[src/rtl/ok_host_endpoint_if.sv]
// Host command decoder driving WireIn (held, published on UPDATE) and TriggerIn
// (single-cycle pulse) endpoints. All outputs are registered on okClk.
module ok_host_endpoint_if #(
  parameter int         WI_COUNT = 1,
  parameter logic [7:0] WI_BASE  = 8'h00,
  parameter int         TI_COUNT = 1,
  parameter logic [7:0] TI_BASE  = 8'h41
) (
  input  logic                    okClk,
  input  logic                    reset_n,
  input  logic                    host_valid,
  input  logic [2:0]              host_cmd,
  input  logic [7:0]              host_addr,
  input  logic [31:0]             host_wdata,
  output logic                    host_ack,
  output logic                    host_err,
  output logic [31:0]             host_rdata,
  output logic [32*WI_COUNT-1:0]  ep_wirein,
  output logic [32*TI_COUNT-1:0]  ep_trigger
);

  typedef enum logic [2:0] {
    CMD_NOP         = 3'd0,
    CMD_WRITE_WI    = 3'd1,
    CMD_UPDATE_WI   = 3'd2,
    CMD_ACTIVATE_TI = 3'd3,
    CMD_READ_WI     = 3'd4
  } cmd_e;

  localparam logic [8:0] WI_LIMIT = 9'(WI_COUNT);
  localparam logic [8:0] TI_LIMIT = 9'(TI_COUNT);

  // Handshake: a command is taken on every edge where host_valid=1 (no stall);
  // every non-NOP command answers with host_ack (plus host_err on a miss or an
  // unknown opcode) exactly one cycle later, with host_rdata valid alongside.

  logic [32*WI_COUNT-1:0] shadow_q,  shadow_d;
  logic [32*WI_COUNT-1:0] wirein_q,  wirein_d;
  logic [32*TI_COUNT-1:0] trigger_q, trigger_d;
  logic                   ack_q,     ack_d;
  logic                   err_q,     err_d;
  logic [31:0]            rdata_q,   rdata_d;

  logic [8:0] wi_off;
  logic [8:0] ti_off;
  logic       wi_hit;
  logic       ti_hit;

  // 9-bit offsets so an address below the base cannot wrap into range.
  always_comb begin
    wi_off = {1'b0, host_addr} - {1'b0, WI_BASE};
    ti_off = {1'b0, host_addr} - {1'b0, TI_BASE};
    wi_hit = (host_addr >= WI_BASE) && (wi_off < WI_LIMIT);
    ti_hit = (host_addr >= TI_BASE) && (ti_off < TI_LIMIT);
  end

  always_comb begin
    shadow_d  = shadow_q;
    wirein_d  = wirein_q;
    trigger_d = '0;
    ack_d     = 1'b0;
    err_d     = 1'b0;
    rdata_d   = '0;
    if (host_valid) begin
      case (host_cmd)
        CMD_NOP: ;
        CMD_WRITE_WI: begin
          ack_d = 1'b1;
          if (wi_hit) begin
            for (int i = 0; i < WI_COUNT; i++) begin
              if (wi_off == 9'(i)) shadow_d[32*i +: 32] = host_wdata;
            end
          end else begin
            err_d = 1'b1;
          end
        end
        CMD_UPDATE_WI: begin
          ack_d    = 1'b1;
          wirein_d = shadow_q;
        end
        CMD_ACTIVATE_TI: begin
          ack_d = 1'b1;
          if (ti_hit) begin
            for (int i = 0; i < TI_COUNT; i++) begin
              if (ti_off == 9'(i)) trigger_d[32*i +: 32] = host_wdata;
            end
          end else begin
            err_d = 1'b1;
          end
        end
        CMD_READ_WI: begin
          ack_d = 1'b1;
          if (wi_hit) begin
            for (int i = 0; i < WI_COUNT; i++) begin
              if (wi_off == 9'(i)) rdata_d = shadow_q[32*i +: 32];
            end
          end else begin
            err_d = 1'b1;
          end
        end
        default: begin
          ack_d = 1'b1;
          err_d = 1'b1;
        end
      endcase
    end
  end

  always_ff @(posedge okClk) begin
    if (!reset_n) begin
      shadow_q  <= '0;
      wirein_q  <= '0;
      trigger_q <= '0;
      ack_q     <= 1'b0;
      err_q     <= 1'b0;
      rdata_q   <= '0;
    end else begin
      shadow_q  <= shadow_d;
      wirein_q  <= wirein_d;
      trigger_q <= trigger_d;
      ack_q     <= ack_d;
      err_q     <= err_d;
      rdata_q   <= rdata_d;
    end
  end

  assign host_ack   = ack_q;
  assign host_err   = err_q;
  assign host_rdata = rdata_q;
  assign ep_wirein  = wirein_q;
  assign ep_trigger = trigger_q;

endmodule

[config.mk]
export PLATFORM = sky130hd
export DESIGN_NAME = ok_host_endpoint_if
export DESIGN_NICKNAME = d
export VERILOG_FILES = /design/src/rtl/ok_host_endpoint_if.sv
export SDC_FILE = /design/constraint.sdc
export NUM_CORES = 1
export LEC_CHECK = 0
export CORE_MARGIN = 2
export CORE_UTILIZATION = 49
export DETAILED_ROUTE_END_ITERATION = 16
export PLACE_DENSITY = 0.86
export SETUP_SLACK_MARGIN = 0.2
export SLEW_MARGIN = 20
export SYNTH_ARGS = -nofsm -noshare
export SYNTH_HDL_FRONTEND = slang
export SYNTH_SLANG_ARGS = --single-unit
[constraint.sdc]
create_clock -name okClk -period 5.9 [get_ports okClk]
set_clock_uncertainty 0.05 [all_clocks]
set_input_delay 1.18 -clock okClk [delete_from_list [all_inputs] [get_ports okClk]]
set_output_delay 1.18 -clock okClk [all_outputs]
set_load 0.02 [all_outputs]
Word level (Yosys, flattened, before mapping)
Cells that the tools add are included.
{"block": "totals", "inputBits": 46, "output_inout_bits": 98, "ff_bits": 130, "word_cells": 31}
{"block": "classes", "order_cmp": 4, "n_addsub": 1, "reduce_logical": 12, "n_mux": 4, "n_eq_ne": 4}
{"op": "$logic_not A9 Y1", "count": 2}
{"op": "$reduce_and A5 Y1", "count": 2}
{"op": "$lt A9 B1 Y1 const B", "count": 1}
{"op": "$sub A8 B7 Y9 const B", "count": 1}
{"op": "$ge A8 B1 Y1 const B", "count": 1}
{"op": "$ge A8 B7 Y1 const B", "count": 1}
{"op": "$lt A8 B1 Y1 const B", "count": 1}
{"op": "$eq A3 B2 Y1 const B", "count": 2}
{"op": "$reduce_and A2 Y1", "count": 2}
{"op": "$reduce_and A4 Y1", "count": 1}
{"op": "$reduce_or A2 Y1", "count": 2}
{"op": "$eq A3 B1 Y1 const B", "count": 1}
{"op": "$eq A3 B3 Y1 const B", "count": 1}
{"op": "$logic_not A3 Y1", "count": 1}
{"op": "$mux W1", "count": 3}
{"op": "$pmux W1 S3", "count": 1}
{"op": "$logic_and A1 B1 Y1", "count": 2}

Depth between registers and ports, before layout
Gate-level depths: netlist of run 1.
{"block": "depth", "ltp_word": 5, "ltp_mapped": 7}

Least setup slack after synthesis of run 1
OpenSTA, ideal clock, no wires.
{"block": "synth_timing", "path_type": "input-to-reg", "startpoint": "input host_addr[0]", "endpoint": "register trigger_q[10], in the netlist ep_trigger[10]", "t_arrival_ns": 2.639, "stages": 7, "slack_ns": 3.152, "path_buffers": 1, "path_cell_list": "inv_1 ha_1 nor4b_1 o211ai_1 a2111oi_4 buf_2 and2_1"}
{"block": "synth_via", "elab_chain_cells": 4, "elab_cells_between_ends": 6, "classes_between": "1 x add/sub; 2 x order compare; 3 x reduce/logical"}
{"item": "from (decl)", "line": "13", "text": "input logic [7:0] host_addr,"}
{"item": "$sub A8 B7 Y9", "line": "52", "text": "ti_off = {1'b0, host_addr} - {1'b0, TI_BASE};"}
{"item": "$lt A9 B1 Y1", "line": "54", "text": "ti_hit = (host_addr >= TI_BASE) && (ti_off < TI_LIMIT);"}
{"item": "$logic_and A1 B1 Y1", "line": "54"}
{"item": "$reduce_and A5 Y1 (no line) (*)"}
{"item": "to (signal assigned)", "line": "120", "text": "trigger_q <= trigger_d;"}
{"item": "to (decl)", "line": "39", "text": "logic [32*TI_COUNT-1:0] trigger_q, trigger_d;"}
Mark *: on every way between the ends. The rest lies on a longest branch, timed or not.
A chain may end at the register's enable or synchronous reset.

Worst setup path after layout of run 1
{"block": "layout_timing", "startpoint": "input host_addr[0]", "endpoint": "register trigger_q[3], in the netlist ep_trigger[3]"}
The elaborated chain is that of the path after synthesis.

==> flow_metrics.py, run 1 <==
metrics = {
    "synthesis": {
        "post_synth_edffs": 0,
        "yosys.cell_types.count": 30,
        "synth-seq-cells": 130,
        "syn-cell-area_um2": 4394,
        "seq_area_frac_synth_pct": 59.23,
        "synth_fp_nets": 463,
        "yosys_warnings": 0,
        "synth_area_leader_cell": "dfxtp_1",
        "synth-async-reset-ratio_pct": 0,
        "cells_taking_the_most_area_after_synthesis": "dfxtp_1 59%, and2_1 9.1%, mux2i_1 7.3%",
        "synth_largest_type_area_fraction_pct": 59.23,
        "post_synth.cell_area_avg_um2": 10.61,
        "syn_inst": 414,
        "synth-main-ff-cell": "dfxtp_1",
    },
    "global_route": {
        "grt_resource_usage_total_pct": 22.52,
        "grt_antenna_before_repair": 0,
        "maximum_number_of_pins_on_one_net_before_global_route_repair": 66,
        "grt_overflow_total": 0,
        "grt_pass1_wl_um": 16900,
        "vias_in_the_first_global_route": 3427,
    },
    "clocking": {
        "htreeDepth": 4,
        "hold_buffers": 0,
        "tritoncts": "yes",
        "clock_sink_count": 130,
        "cts_setup_buffers": 0,
        "cts.repair.resized": 0,
        "clockBufferDepth": 2,
        "clock_insertion_delay_worst_skew_ns": 0.52,
        "cts-root-buf": "clkbuf_8",
        "clk_pin_slew_worst_paths_ns": 0.06,
        "cts_made_buffers": 17,
    },
    "timing": {
        "min_period_ns": 3.673,
        "finalSetupViolations": 0,
        "maxClockFrequency_ghz": 0.2723,
        "rsz0062_at_grt": "no",
        "hold_violations": 0,
        "slew-limit-headroom_pct": 26.10,
        "final-max-slew-violation-count": 0,
        "final.period_utilization_pct": 62.25,
        "totalNegativeSetupSlack_ns": 0,
        "max_slew.worst_pin.slew_ns": 1.107,
    },
    "power_and_ir_drop": {
        "pwr-share-clk_pct": 50.0,
        "p_leak_nw": 2.554,
        "power.net_switching_mw": 0.3978,
        "pwr_density_cell_nw_per_um2": 293.3,
        "seq_power_share_pct": 46.5,
        "net_switching_share_of_the_total_power_pct": 21.03,
        "pwr-share-comb_pct": 3.6,
        "worst_ir_drop_vdd_mv": 0.2028,
        "p_int_mw": 1.494,
        "total_power_mw": 1.892,
    },
    "die": {
        "floorplan.die_area_um2": 9742,
        "fp.coreArea_um2": 8721,
        "floorplan.die.height_um": 98.70,
        "start_util_pct": 50.39,
        "floorplan.die.width_um": 98.70,
        "rows": 34,
        "io_pins": 144,
    },
    "critical_path": {
        "critical_path_maximum_fanout": 17,
        "crit_start": "host_addr[0]",
        "timing.rr.start": "shadow_q[8]",
        "crit_slowest_cell": "a2111oi_4",
        "critPathMaxStageDelay_ns": 0.89,
        "critical_path_class": "in2reg",
        "required_ns": 6.31,
        "arrival_ns": 4.09,
        "worstPathCellList": "clkdlybuf4s50_1 > inv_1 > ha_1 > nor4b_1 > o211ai_1 > a2111oi_4 > buf_4 > and2_1",
        "worstSetupEndpointType": "flip-flop",
        "worstSetupStartpointType": "input port",
    },
    "detailed_routing": {
        "via_count": 3335,
        "met1_length_um": 4195,
        "drtPass1Iterations": 4,
        "wire_per_inst_um": 15.43,
        "topRoutingLayerUsed": "met4",
        "met2_wirelength_um": 5251,
        "via_density_per_instance": 4.941,
        "drt-total-wl_um": 10420,
        "first_iter_violations": 91,
        "met3_wirelength_um": 768,
        "ant_nets": 0,
        "drc": 0,
    },
    "final_layout": {
        "sequential_cell_area_um2": 2603,
        "drive_gt1_share_pct": 6.702,
        "final_core_utilization_pct": 73.97,
        "fillCellCount": 579,
        "flow.area_growth_from_synthesis_pct": 46.81,
        "nNetsFinal": 604,
        "area_occupied_by_multi_input_gates_um2": 1717,
        "n_antenna_cell": 0,
    },
    "min_path": {
        "timing.hold.worst.class": "reg2reg",
        "hp-start": "ep_wirein[13]",
    },
    "place": {
        "io_buffers": 143,
        "hpwl_um": 7046,
        "routability_congestion_estimate": 0.7743,
    },
    "outcome": {
        "run_status": "finished, final reports clean",
    },
    "run": {
        "max_cap_viol_count": 0,
    },
}
final timing paths:
path	end	slack, ns	cells after the start
setup / recovery	ep_trigger[3]	2.23	8
hold / removal	ep_wirein[13]	0.42	2
setup reg to reg	ep_wirein[8]	5.11	2
hold reg to reg	ep_wirein[13]	0.42	2
metrics by stage:
| step | setup WS (ns) | cells | instance area [um2] | hold WS [ns] |
|---|---|---|---|---|
| 2_1_floorplan | 3.152 | 414 | 4394 | 0.3991 |
| 4_1_cts | 2.211 | 675 | 6451 | 0.4196 |
| 5_1_grt | 1.947 | 675 | 6451 | 0.4371 |
| 6_report | 2.227 | 675 | 6451 | 0.4166 |
| 3_3_place_gp | 1.854 | 644 | 5914 | 0.4032 |
| 3_5_place_dp | 1.667 | 644 | 5914 | 0.4117 |
area by class of cell:
cell class / instances / share of cell area (%)
Tap cell: 108 / 2.095
Timing Repair Buffer: 146 / 22.46
Inverter: 3 / 0.1746
Multi-Input combinational cell: 257 / 26.61
Clock inverter: 9 / 1.299
Sequential cell: 130 / 40.34
Clock buffer: 22 / 7.021
per-layer routing:
metal | track usage [%] | vias up
li1 | - | 1628
met1 | 24.94 | 1574
met5 | 0 | -
met3 | 7.872 | 23
met4 | 9.168 | 0
met2 | 39.46 | 110
power groups by stage:
stage / Clock, mW / Sequential, mW / Combinational (mW)
final: 0.945 / 0.879 / 0.0672
after global routing: 0.995 / 0.879 / 0.0722
after CTS: 0.956 / 0.879 / 0.0673
after detailed placement: 0 / 0.898 / 0.0666
after global placement: 0 / 0.898 / 0.0654
after floorplan: 0 / 0.899 / 0.0211
kinds of logic after synthesis:
kind of cell	Yosys count	synth area share, %
AO/OA/AOI/OAI	39	7.062
adder cells (fa/ha/maj)	4	1.082
buffers and inverters	27	2.477
flip-flops	130	59.23
multiplexers	32	7.289
AND/OR/NAND/NOR	182	22.86
cells in the mapped netlist, types with 2 or more instances:
library cell	n
mux2i_1	32
nor2b_1	33
clkbuf_1	18
dfxtp_1	130
nor4b_1	3
or3_1	2
nor2_1	2
buf_2	6
nand3_1	2
nand2_1	68
ha_1	3
and2_1	64
a21boi_0	32
inv_1	3
flip-flops by register name, indices dropped and copies added, names as in the netlist:
| signal | count |
|---|---|
| host_rdata | 32 |
| host_err | 1 |
| ep_wirein | 32 |
| shadow_q | 32 |
| ep_trigger | 32 |
| host_ack | 1 |
placed cells by master, fill, tap and decap left out, drive strengths merged, types with 2 or more instances in the layout:
cell type	netlist	layout
clkdlybuf4s50	0	142
nand2	68	68
or3	2	2
inv	3	3
clkinvlp	0	4
mux2i	32	32
nor4	2	2
dfxtp	130	130
clkinv	0	4
nor2	2	2
nor4b	3	3
nand3	2	2
buf	6	4
nor2b	33	33
ha	3	3
a21boi	32	32
clkbuf	18	22
and2	64	64
critical path: cells and delay by family:
family,cells,cell delay (ns)
compound gates,2,1.11
simple gates,2,0.48
buf+inv,3,1.04
fa+ha+maj,1,0.26
(Power assumes the default switching activity.)
==> inputs of run 2 (changes only) <==
CORE_UTILIZATION = 41   (was 49)
PLACE_DENSITY = 0.76   (was 0.86)
clock period = 3.2 ns   (was 5.9 ns; I/O delays follow)
==> flow_metrics.py, run 2 (synthesis results as in run 1) <==
metrics = {
    "final_layout": {
        "final_area_um2": 6601,
        "most_frequent_cells_in_the_layout": "142 x clkdlybuf4s50_1, 130 x dfxtp_1, 68 x nand2_1",
        "flow.area_growth_from_synthesis_pct": 50.23,
        "leading_cell_type_in_the_layout_fill_and_taps_excluded": "clkdlybuf4s50_1",
        "final_core_utilization_pct": 63.66,
        "drive_gt1_share_pct": 8.362,
        "n_antenna_cell": 0,
        "nNetsFinal": 610,
    },
    "place": {
        "routability_congestion_estimate": 0.7391,
        "detailed_place.area_um2": 5995,
        "io_buffers": 143,
        "hpwl_um": 6929,
    },
    "critical_path": {
        "regToRegSetupSlack_ns": 2.43,
        "arrival_ns": 3.05,
        "critical_path_class": "in2reg",
        "timing.rr.start": "ep_wirein[27]",
        "critPathMaxStageDelay_ns": 0.59,
        "crit_start": "host_addr[0]",
        "worstSetupStartpointType": "input port",
        "timing.critical_path.to": "ep_trigger[24]",
        "r2r_end": "ep_wirein[27]",
        "crit_slowest_cell": "clkdlybuf4s50_1",
        "r2r.worst_path.cells": 2,
        "cp_num_cells": 8,
        "worstPathCellList": "clkdlybuf4s50_1 > inv_1 > ha_1 > nor4b_1 > o211ai_1 > a2111oi_4 > buf_4 > and2_1",
        "critical_path_maximum_fanout": 17,
        "cp.buffers_inverters": 3,
        "required_ns": 3.59,
        "worstSetupEndpointType": "flip-flop",
        "cp_top_family": "buffers and inverters",
    },
    "clocking": {
        "cts_setup_buffers": 0,
        "hold_buffers": 0,
        "htreeDepth": 4,
        "clock_insertion_delay_worst_skew_ns": 0.50,
        "cts_made_buffers": 17,
        "clockBufferDepth": 2,
        "tritoncts": "yes",
        "cts.repair.resized": 0,
        "cts-root-buf": "clkbuf_8",
        "clock_sink_count": 130,
        "clk_pin_slew_worst_paths_ns": 0.06,
    },
    "die": {
        "floorplan.die.width_um": 107.5,
        "rows": 37,
        "io_pins": 144,
        "floorplan.die_area_um2": 11560,
        "floorplan.die.height_um": 107.5,
        "start_util_pct": 42.37,
        "fp.coreArea_um2": 10370,
    },
    "timing": {
        "slew-limit-headroom_pct": 65.39,
        "timing.hold.ws_ns": 0.4119,
        "min_period_ns": 2.660,
        "hold_violations": 0,
        "final-max-slew-violation-count": 0,
        "max_slew.worst_pin.slew_ns": 0.5119,
        "finalSetupViolations": 0,
        "totalNegativeSetupSlack_ns": 0,
        "rsz0062_at_grt": "no",
        "final.period_utilization_pct": 83.14,
        "maxClockFrequency_ghz": 0.3759,
    },
    "detailed_routing": {
        "via_density_per_instance": 4.631,
        "first_iter_violations": 85,
        "drtPass1Iterations": 4,
        "drc": 0,
        "drt-total-wl_um": 10440,
        "wire_per_inst_um": 14.71,
        "via_count": 3288,
        "ant_nets": 0,
    },
    "global_route": {
        "grt_antenna_before_repair": 0,
        "globalRouteMet2Util_pct": 31.09,
        "grt_pass1_wl_um": 16480,
        "grt_overflow_total": 0,
        "globalRoute.busiestLayer": "met2",
        "vias_in_the_first_global_route": 3363,
        "gr-usage-met3_pct": 5.630,
        "maximum_number_of_pins_on_one_net_before_global_route_repair": 65,
        "groute.layer.met1.usage_pct": 22.20,
        "grt_resource_usage_total_pct": 18.37,
    },
    "power_and_ir_drop": {
        "worst_ir_drop_vdd_mv": 0.3144,
        "pwr_density_cell_nw_per_um2": 559.7,
        "p_leak_nw": 2.618,
    },
    "run": {
        "max_cap_viol_count": 0,
    },
    "min_path": {
        "timing.hold.worst.class": "reg2reg",
    },
    "outcome": {
        "run_status": "finished, final reports clean",
    },
}
-- run 2: cell types whose count changed in the layout (fill, tap and decap cells not counted) --
cell and change:
buf_4 +6, bufinv_16 +2, clkbuf_1 -3, clkbuf_8 -1
clkinv_2 -2, clkinv_4 +2, clkinvlp_4 -1, inv_6 +4
-- run 2: cell type report --
cell class / instances / area (um2)
multi-input combinational: 257 / 1717
timing repair buffer: 152 / 1494
tap: 136 / 170.2
sequential: 130 / 2603
inverter: 3 / 11.26
clock inverter: 14 / 178.9
clock buffer: 18 / 427.9
fill: 831 / 3769
-- run 2: where the power goes --
part | switching, mW | internal (mW)
logic | 0.0529 | 0.0731
registers | 0.000283 | 1.62
clock network | 0.729 | 1.22
-- run 2: worst reg2reg max path, stage by stage (launching register included) --
cell and delay [ns]:
dfxtp_1 0.36, nand2_1 0.07, a21boi_0 0.21
-- run 2: metal layers --
metal	wire [um]	part of all wire, %	up-vias
met5	0	0	-
met4	94	0.90	0
met3	658	6.3	9
met2	5039	48	94
met1	4649	45	1551
li1	-	-	1634
-- run 2: worst min path at each step --
stage                  startpoint             to  slack [ns]  depth (start not counted)
floorplan             shadow_q[0]   ep_wirein[0]        0.40                          2
global placement    ep_wirein[31]  ep_wirein[31]        0.40                          2
detailed placement  ep_wirein[14]  ep_wirein[14]        0.41                          2
CTS                 ep_wirein[14]  ep_wirein[14]        0.42                          2
global route        ep_wirein[13]  ep_wirein[13]        0.44                          2
finish              ep_wirein[14]  ep_wirein[14]        0.41                          2
-- run 2: through the flow --
step | total power [mW] | setup slack, ns | std cells
after global placement | 1.779 | 0.2169 | 678
after detailed placement | 1.782 | 0.03355 | 678
after CTS | 3.725 | 0.5554 | 710
after floorplan | 1.697 | 0.9924 | 414
after global routing | 3.807 | 0.3513 | 710
final | 3.694 | 0.5397 | 710
==> inputs of run 3 (changes only) <==
clock period = 2.2 ns   (was 3.2 ns; I/O delays follow)
==> flow_metrics.py, run 3 (synthesis results as in run 1) <==
metrics = {
    "final_layout": {
        "nNetsFinal": 634,
        "most_frequent_cells_in_the_layout": "130 x dfxtp_1, 127 x clkdlybuf4s50_1, 68 x nand2_1",
        "area_occupied_by_multi_input_gates_um2": 1735,
        "fillCellCount": 800,
        "drive_gt1_share_pct": 12.56,
        "final_core_utilization_pct": 66.20,
        "leading_cell_type_in_the_layout_fill_and_taps_excluded": "dfxtp_1",
        "flow.area_growth_from_synthesis_pct": 56.24,
        "final_area_um2": 6865,
        "sequential_cell_area_um2": 2603,
        "n_antenna_cell": 0,
    },
    "clocking": {
        "clk_pin_slew_worst_paths_ns": 0.06,
        "cts-root-buf": "clkbuf_8",
        "tritoncts": "yes",
        "clock_sink_count": 130,
        "cts_made_buffers": 17,
        "clockBufferDepth": 2,
        "htreeDepth": 4,
        "clock_insertion_delay_worst_skew_ns": 0.50,
        "hold_buffers": 0,
    },
    "global_route": {
        "grt_overflow_total": 0,
        "grt_antenna_before_repair": 0,
        "grt_pass1_wl_um": 16960,
        "grt_resource_usage_total_pct": 19.16,
        "maximum_number_of_pins_on_one_net_before_global_route_repair": 65,
        "vias_in_the_first_global_route": 3399,
    },
    "power_and_ir_drop": {
        "p_leak_nw": 2.914,
        "worst_ir_drop_vdd_mv": 0.4885,
        "pwr_density_cell_nw_per_um2": 745.2,
    },
    "critical_path": {
        "required_ns": 1.71,
        "cp.buffers_inverters": 1,
        "critical_path_class": "reg2out",
        "cp_top_family": "buffers and inverters",
        "crit_slowest_cell": "clkdlybuf4s50_1",
        "worstPathCellList": "clkdlybuf4s50_1",
        "worstSetupStartpointType": "flip-flop",
        "arrival_ns": 1.47,
        "regToRegSetupSlack_ns": 1.47,
        "worstSetupEndpointType": "output pin",
        "critPathMaxStageDelay_ns": 0.61,
        "critical_path_maximum_fanout": 2,
    },
    "timing": {
        "maxClockFrequency_ghz": 0.5106,
        "rsz0062_at_grt": "no",
        "max_slew.worst_pin.slew_ns": 0.5229,
        "final.period_utilization_pct": 89.02,
        "final-max-slew-violation-count": 0,
        "hold_violations": 0,
        "slew-limit-headroom_pct": 65.14,
        "finalSetupViolations": 0,
        "min_period_ns": 1.958,
    },
    "run": {
        "max_cap_viol_count": 0,
    },
    "outcome": {
        "run_status": "finished, final reports clean",
    },
    "detailed_routing": {
        "drtPass1Iterations": 4,
        "wire_per_inst_um": 14.82,
        "first_iter_violations": 93,
        "drc": 0,
        "via_density_per_instance": 4.576,
        "drt-total-wl_um": 10860,
        "ant_nets": 0,
        "via_count": 3354,
    },
    "place": {
        "detailed_place.area_um2": 6180,
        "routability_congestion_estimate": 0.7637,
        "hpwl_um": 7239,
        "io_buffers": 143,
    },
    "die": {
        "io_pins": 144,
        "floorplan.die.height_um": 107.5,
        "fp.coreArea_um2": 10370,
        "floorplan.die_area_um2": 11560,
        "floorplan.die.width_um": 107.5,
        "start_util_pct": 42.37,
        "rows": 37,
    },
    "min_path": {
        "timing.hold.worst.class": "in2reg",
    },
}
-- run 3: cell types whose count changed in the layout (fill, tap and decap cells not counted), sizes merged --
cell           delta
buf              +23
bufbuf            +1
bufinv            -2
clkbuf            -1
clkdlybuf4s50    -15
clkinv            -1
clkinvlp          +3
dlygate4sd2       +6
dlymetal6s2s      +9
-- run 3: through the flow --
step	TNS (ns)	setup slack (ns)	std cells	total power [mW]	hold WS, ns
floorplan	0	0.2110	414	2.468	0.3991
global placement	-29.16	-0.4161	696	2.610	0.4025
detailed placement	-32.62	-0.4716	696	2.613	0.4063
CTS	0	0.2038	733	5.166	0.2784
global route	0	0.2004	733	5.291	0.2988
finish	0	0.2416	733	5.116	0.3056
-- run 3: what timing repair did --
item | 4_1_cts | 5_1_grt
setup buffers | 4 | 0
endpoints found under the hold margin | 0 | 0
pin swaps | 2 | 0
cloned | 2 | 0
endpoints found under the setup margin | 52 | 33
gates resized for setup | 17 | 10
-- run 3: final cells by class --
class	instances	area share, %
clock buffer	17	6.032
sequential	130	37.91
clock inverter	14	1.932
tap	136	2.479
inverter	3	0.1640
multi-input combinational	257	25.28
timing repair buffer	176	26.21
-- run 3: path summary, 6_finish.rpt --
check / endpoint / from / cells after the start
worst min-delay path: host_ack / reset_n / 4
worst min register to register: ep_wirein[28] / ep_wirein[28] / 2
worst max register to register: shadow_q[25] / shadow_q[25] / 2
worst max-delay path: ep_wirein[26] / ep_wirein[26] / 1
-- run 3: metal layers --
metal  share of wire, %  vias up  GRT usage [%]
met1                 43     1546          22.95
met3                6.6       16          5.751
li1                   -     1685              -
met4                1.5        0          7.234
met5                  0        -              0
met2                 49      107          32.30
-- run 3: power by group --
part | switching [mW] | total [mW] | internal [mW]
sequential | 0.000728 | 2.36 | 2.36
combinational | 0.0844 | 0.207 | 0.123
clock | 1.05 | 2.55 | 1.50
